[src/rtl/maxnet_pkg.sv]
// Shared types and constants for the MaxNet winner-take-all sequencer.
// Latency: n/a (declarations only).
// Backpressure: n/a.
package maxnet_pkg;

  // Default iteration counter width
  localparam int DEFAULT_CNT_W = 8;

  // Settle counter width; covers PU latencies 1..15
  localparam int SETTLE_W = 4;

  // load_sel encoding toward the datapath
  localparam logic LOAD_SEL_MEM = 1'b1;
  localparam logic LOAD_SEL_PU  = 1'b0;

  // Controller states
  typedef enum logic [2:0] {
    IDLE   = 3'd0,
    LOAD   = 3'd1,
    SETTLE = 3'd2,
    CHECK  = 3'd3,
    UPDATE = 3'd4,
    DONE   = 3'd5
  } state_t;

endpackage

[src/rtl/maxnet_controller_settle_counter.sv]
// Loadable down-counter that times the PU pipeline settle window.
// Latency: load takes effect on the next edge; zero is combinational from the count.
// Backpressure: none; decrements only while dec is asserted and the count is non-zero.
module settle_counter
  import maxnet_pkg::*;
#(
  parameter int W = SETTLE_W
) (
  input  logic         clk,
  input  logic         rst,
  input  logic         load,
  input  logic [W-1:0] value,
  input  logic         dec,
  output logic         zero
);

  logic [W-1:0] count_q;

  // Load has priority over decrement; never underflows
  always_ff @(posedge clk) begin
    if (rst) begin
      count_q <= '0;
    end else if (load) begin
      count_q <= value;
    end else if (dec && (count_q != '0)) begin
      count_q <= count_q - W'(1);
    end
  end

  // Asserted when the decrement in this cycle brings the count to zero,
  // so a window loaded with N lasts exactly N decrementing cycles
  assign zero = (count_q <= W'(1));

endmodule

[src/rtl/maxnet_controller.sv]
// Sequencer for the 4-neuron MaxNet datapath: load X, iterate PU feedback until one winner.
// Latency: start to done = PU_LATENCY+3 cycles, plus PU_LATENCY+2 per feedback iteration.
// Backpressure: start is sampled in IDLE only; optional MAXNET_TIMEOUT_EN bounds iterations at MAX_ITER.
module maxnet_controller
  import maxnet_pkg::*;
#(
  parameter int PU_LATENCY = 1,
  parameter int CNT_W      = DEFAULT_CNT_W,
  parameter int MAX_ITER   = 255
) (
  input  logic             clk,
  input  logic             rst,
  input  logic             start,
  input  logic             is_finished,
  output logic             load_a,
  output logic             load_sel,
  output logic             busy,
  output logic             done,
  output logic             res_valid,
  output logic [CNT_W-1:0] iter_cnt,
  output logic             timeout
);

  localparam logic [SETTLE_W-1:0] SETTLE_LOAD = SETTLE_W'(PU_LATENCY);

  state_t state, state_nxt;
  logic   settle_load;
  logic   settle_dec;
  logic   settle_zero;
  logic   start_acc;
  logic   finish_run;
  logic   limit_hit;

`ifdef MAXNET_TIMEOUT_EN
  localparam logic [CNT_W-1:0] ITER_LIMIT = CNT_W'(MAX_ITER);
  assign limit_hit = (iter_cnt == ITER_LIMIT);
`else
  assign limit_hit = 1'b0;
`endif

  settle_counter #(
    .W (SETTLE_W)
  ) u_settle (
    .clk   (clk),
    .rst   (rst),
    .load  (settle_load),
    .value (SETTLE_LOAD),
    .dec   (settle_dec),
    .zero  (settle_zero)
  );

  // State register
  always_ff @(posedge clk) begin
    if (rst) begin
      state <= IDLE;
    end else begin
      state <= state_nxt;
    end
  end

  // Next-state and Moore output decode
  always_comb begin
    state_nxt   = state;
    load_a      = 1'b0;
    load_sel    = LOAD_SEL_PU;
    busy        = 1'b1;
    done        = 1'b0;
    settle_load = 1'b0;
    settle_dec  = 1'b0;
    start_acc   = 1'b0;
    finish_run  = 1'b0;
    case (state)
      IDLE: begin
        busy = 1'b0;
        if (start) begin
          start_acc = 1'b1;
          state_nxt = LOAD;
        end
      end
      LOAD: begin
        load_a      = 1'b1;
        load_sel    = LOAD_SEL_MEM;
        settle_load = 1'b1;
        state_nxt   = SETTLE;
      end
      SETTLE: begin
        settle_dec = 1'b1;
        if (settle_zero) begin
          state_nxt = CHECK;
        end
      end
      CHECK: begin
        // A converged result wins over the iteration limit
        if (is_finished || limit_hit) begin
          finish_run = 1'b1;
          state_nxt  = DONE;
        end else begin
          state_nxt = UPDATE;
        end
      end
      UPDATE: begin
        load_a      = 1'b1;
        settle_load = 1'b1;
        state_nxt   = SETTLE;
      end
      DONE: begin
        done      = 1'b1;
        state_nxt = IDLE;
      end
      default: begin
        state_nxt = IDLE;
      end
    endcase
  end

  // Iteration count (saturating) and result-valid flag
  always_ff @(posedge clk) begin
    if (rst) begin
      iter_cnt  <= '0;
      res_valid <= 1'b0;
    end else if (start_acc) begin
      iter_cnt  <= '0;
      res_valid <= 1'b0;
    end else begin
      if ((state == UPDATE) && (iter_cnt != '1)) begin
        iter_cnt <= iter_cnt + CNT_W'(1);
      end
      if (finish_run) begin
        res_valid <= 1'b1;
      end
    end
  end

`ifdef MAXNET_TIMEOUT_EN
  // Timeout flag: set when the run ends on the limit without convergence
  always_ff @(posedge clk) begin
    if (rst) begin
      timeout <= 1'b0;
    end else if (start_acc) begin
      timeout <= 1'b0;
    end else if (finish_run && !is_finished) begin
      timeout <= 1'b1;
    end
  end
`else
  assign timeout = 1'b0;
`endif

endmodule

[config.mk]
export PLATFORM = sky130hd
export DESIGN_NAME = maxnet_controller
export DESIGN_NICKNAME = d
export VERILOG_FILES = /design/src/rtl/maxnet_pkg.sv /design/src/rtl/maxnet_controller_settle_counter.sv /design/src/rtl/maxnet_controller.sv
export SDC_FILE = /design/constraint.sdc
export NUM_CORES = 1
export LEC_CHECK = 0
export ABC_AREA = 0
export BUFFER_PORTS_ARGS = -buffer_cell sky130_fd_sc_hd__buf_2
export CAP_MARGIN = 20
export CORE_AREA = 2 2 47 49
export CTS_CLUSTER_SIZE = 8
export DETAILED_ROUTE_END_ITERATION = 7
export DIE_AREA = 0 0 49 51
export MAX_ROUTING_LAYER = met4
export PLACE_DENSITY = 0.69
export SETUP_SLACK_MARGIN = 0.15
export SKIP_LAST_GASP = 1
export SYNTH_ARGS = -nofsm -noshare
export SYNTH_HDL_FRONTEND = slang
export SYNTH_SLANG_ARGS = --single-unit
[constraint.sdc]
create_clock -name clk -period 2.8 [get_ports clk]
set_input_delay 0.56 -clock clk [delete_from_list [all_inputs] [get_ports clk]]
set_output_delay 0.56 -clock clk [all_outputs]
set_load 0.05 [all_outputs]
==> results.md <==
- Number of setup buffers added after CTS: 0
- DRC Markers: 0
- Synth top area share: 34.2%
- CP required: 2.24 ns
- Clk_lat worst skew: 0.29 ns
- Number of I/O pins: 18
- Nature of the critical path startpoint: flip-flop
- Setup repair after global routing missed its margin: no
- Pleak: between 0.0004 and 0.0005 uW
- Worst R2R Start: u_settle.count_q[0]$_SDFFE_PP0P_
- Critical path's top delay family: flip-flops
- CTS Buf Count: 3
- CP peak stage delay: between 0.5 and 0.6 ns
- Peak supply drop: around 770 uV
- Max Used Layer: met4
- Die Ht: 51 um
- Pint: 442 uW
- Final Wtd Congestion: 0.825
- Die width: 49 um
- Vias: 812
- GRT overflow: 0
- Row Count: 17
- Slew Viols, Final: 0
- Slowest CP cell: dfxtp_1
- CTS tree: yes
- WL per Instance: 13.1 um
- Crit Path Max Fanout: 12
- NetSw: 383 uW
- Vias in the first global route: between 700 and 800
- Worst path cell trace: xnor2_1 > or2_2 > inv_1 > buf_2
- # setup viols final: 0
- Sum Neg Setup Slack: 0 ns
- Syn Nets: ~110
- First-pass GRT wire length: 3410 um
- Synth area leader: dfxtp_1
- Worst-path clk slew: around 0.09 ns
- Crit path buffers/inverters: 2
- Placeable Area: 0.00206 mm^2
- Clock power share: 14.6%
- Synth area leaders: dfxtp_1 34%, ha_1 5.3%, nand3_1 4.3%
- Seq/Total Area, Yosys: 34.2%
- Area delta synth->final: 10.8%
- Post-synth top flop: dfxtp_1
- Worst Path Arrival: 1.58 ns
- Fmax: 467 MHz
- PostCTS Resize Cnt: 0
- Syn Inst Count: 103
- Post-DP HPWL: 1420 um
- Initial antenna violation count: 0
- DRT Wirelength: ~1900 um
- Synth Register Bits: 16
- Nets: about 130
- Die Area: about 0.0025 mm^2
- Met2 WL post-DR: between 900 and 1000 um
- Final Hold Fails: 0
- Hold Path End: state[1]$_SDFFE_PP0P_
- CTS Sinks: 16
- Sequential share of power: 38.0%
- DR iter-0 viols: 6
- Post-synthesis cell area: 937 um^2
- Crit share post-route: 76.4%
- Crit path from: state[0]$_SDFFE_PP0P_
- H-tree depth: 1
- Fraction of registers with async set/reset: 0%
- Pre-CTS worst setup slack: 0.996 ns
- HP Class: input pin to flip-flop
- Largest net degree at the start of global routing: 15
- Number of synthesized flops with an enable pin: 0
- R2r setup slk: 1.22 ns
- Clock Path Buffers: 2
- Hold Crit Depth: 2
- # diodes: 0
- Worst Reg-to-Reg Cells: 5
- Kind of critical path: flip-flop to primary output
- Hold_sp: rst
- Tot GR Track Use: 18.1%
- Vias per cell: ~5.6
- Skew final: 0.000720 ns
- Worst setup EP type: primary output
- Met3 WL: roughly 58 um
- Router iterations before antenna repair: 3
- Worst R2R End: u_settle.count_q[2]$_SDFFE_PP0P_
- Fin crit period: 2.14 ns
- Commonest non-fill, non-tap cells in the layout: 16 x buf_2, 16 x dfxtp_1, 8 x nand3_1, 6 x a31oi_1
- Comb power frac: roughly 47%
- # port buffers: 16
- Layout cell share with drive strength beyond 1: 21.6%
- Setup ws final: 0.661 ns
- Filler instances: 202
- Yosys cell types: 45
- Avg Cell Area, Syn: 9.10 um^2
- Max_cap viols: 0
- Status: finished clean
- Met1 wire length: 846 um
- Starting Density: 45.4%
- Power Density: 794 mW/mm^2
- Detail Route Antenna Nets: 0
- Root buf cell: clkbuf_4
- Syn. warnings: 0
- Sw Ratio: 46.4%
- Post-cts hold buffer count: 0
kinds of logic (layout without fill, tap and decap cells):
logic type / Yosys count / in the layout / share of synthesized area (%)
AOI/OAI and AO/OA: 26 / 26 / 19.2
muxes: 3 / 3 / 3.20
xor gates and xnor gates: 2 / 2 / 1.87
adders and majority gates: 4 / 4 / 5.34
and+or+nand+nor: 39 / 39 / 29.5
DFF: 16 / 16 / 34.2
buffers and inverters: 12 / 25 / 6.28
other: 1 / 1 / 0.400
power groups by stage:
stage          sequential, uW  clock (uW)  combinational [uW]
2_1_floorplan             285           0                 360
6_report                  314         121                 390
3_3_place_gp              317           0                 378
4_1_cts                   313         126                 392
3_5_place_dp              318           0                 392
5_1_grt                   324         134                 422
sequential cells by signal, indices dropped and copies added (netlist names):
signal            count
iter_cnt              8
res_valid             1
state                 3
u_settle.count_q      4
cell usage after synthesis, types with 2 or more instances:
cell type  number
ha_1            4
nand3_1         8
mux2i_1         3
nor2_1          3
dfxtp_1        16
buf_2           2
a21boi_0        2
a31oi_1         6
and4_1          3
a211oi_1        3
xnor2_1         2
o211ai_1        2
clkbuf_1        2
a21oi_1         5
nand2_1         2
nor3_1          2
inv_1           5
a311oi_1        2
and3_1          4
nand3b_1        2
how the worst max path moves through the flow:
stage / to / slack (ns) / cells after the start
2_1_floorplan: load_a / 1.06 / 4
3_3_place_gp: load_a / 1.03 / 4
3_5_place_dp: load_a / 1.0 / 4
4_1_cts: load_a / 0.66 / 4
5_1_grt: load_a / 0.57 / 4
6_report: load_a / 0.66 / 4
per-layer routing:
| metal | vias to the layer above | track usage, % |
|---|---|---|
| met5 | - | - |
| met4 | 0 | 7.14 |
| met3 | 5 | 5.26 |
| met2 | 10 | 32.2 |
| met1 | 383 | 19.1 |
| li1 | 414 | - |
through the flow:
stage / area, um^2 / utilization, % / std cells / power, uW / hold WS (ns)
after CTS: 1040 / 50.3 / 144 / 832 / 0.458
after global routing: 1040 / 50.3 / 144 / 880 / 0.468
final: 1040 / 50.3 / 144 / 825 / 0.464
after detailed placement: 1020 / 49.2 / 141 / 710 / 0.460
after global placement: 1020 / 49.2 / 141 / 695 / 0.450
after floorplan: 937 / - / 103 / 646 / 0.505
area by class of cell:
| cell class | count | area, um^2 | share of cell area [%] |
|---|---|---|---|
| well taps | 28 | 35.0 | 3.37 |
| repair buffers | 16 | 80.1 | 7.71 |
| multi-input cells | 75 | 558 | 53.7 |
| clock buffers | 3 | 22.5 | 2.17 |
| inverters | 6 | 22.5 | 2.17 |
| flip-flops and latches | 16 | 320 | 30.8 |
(Power assumes the default switching activity.)
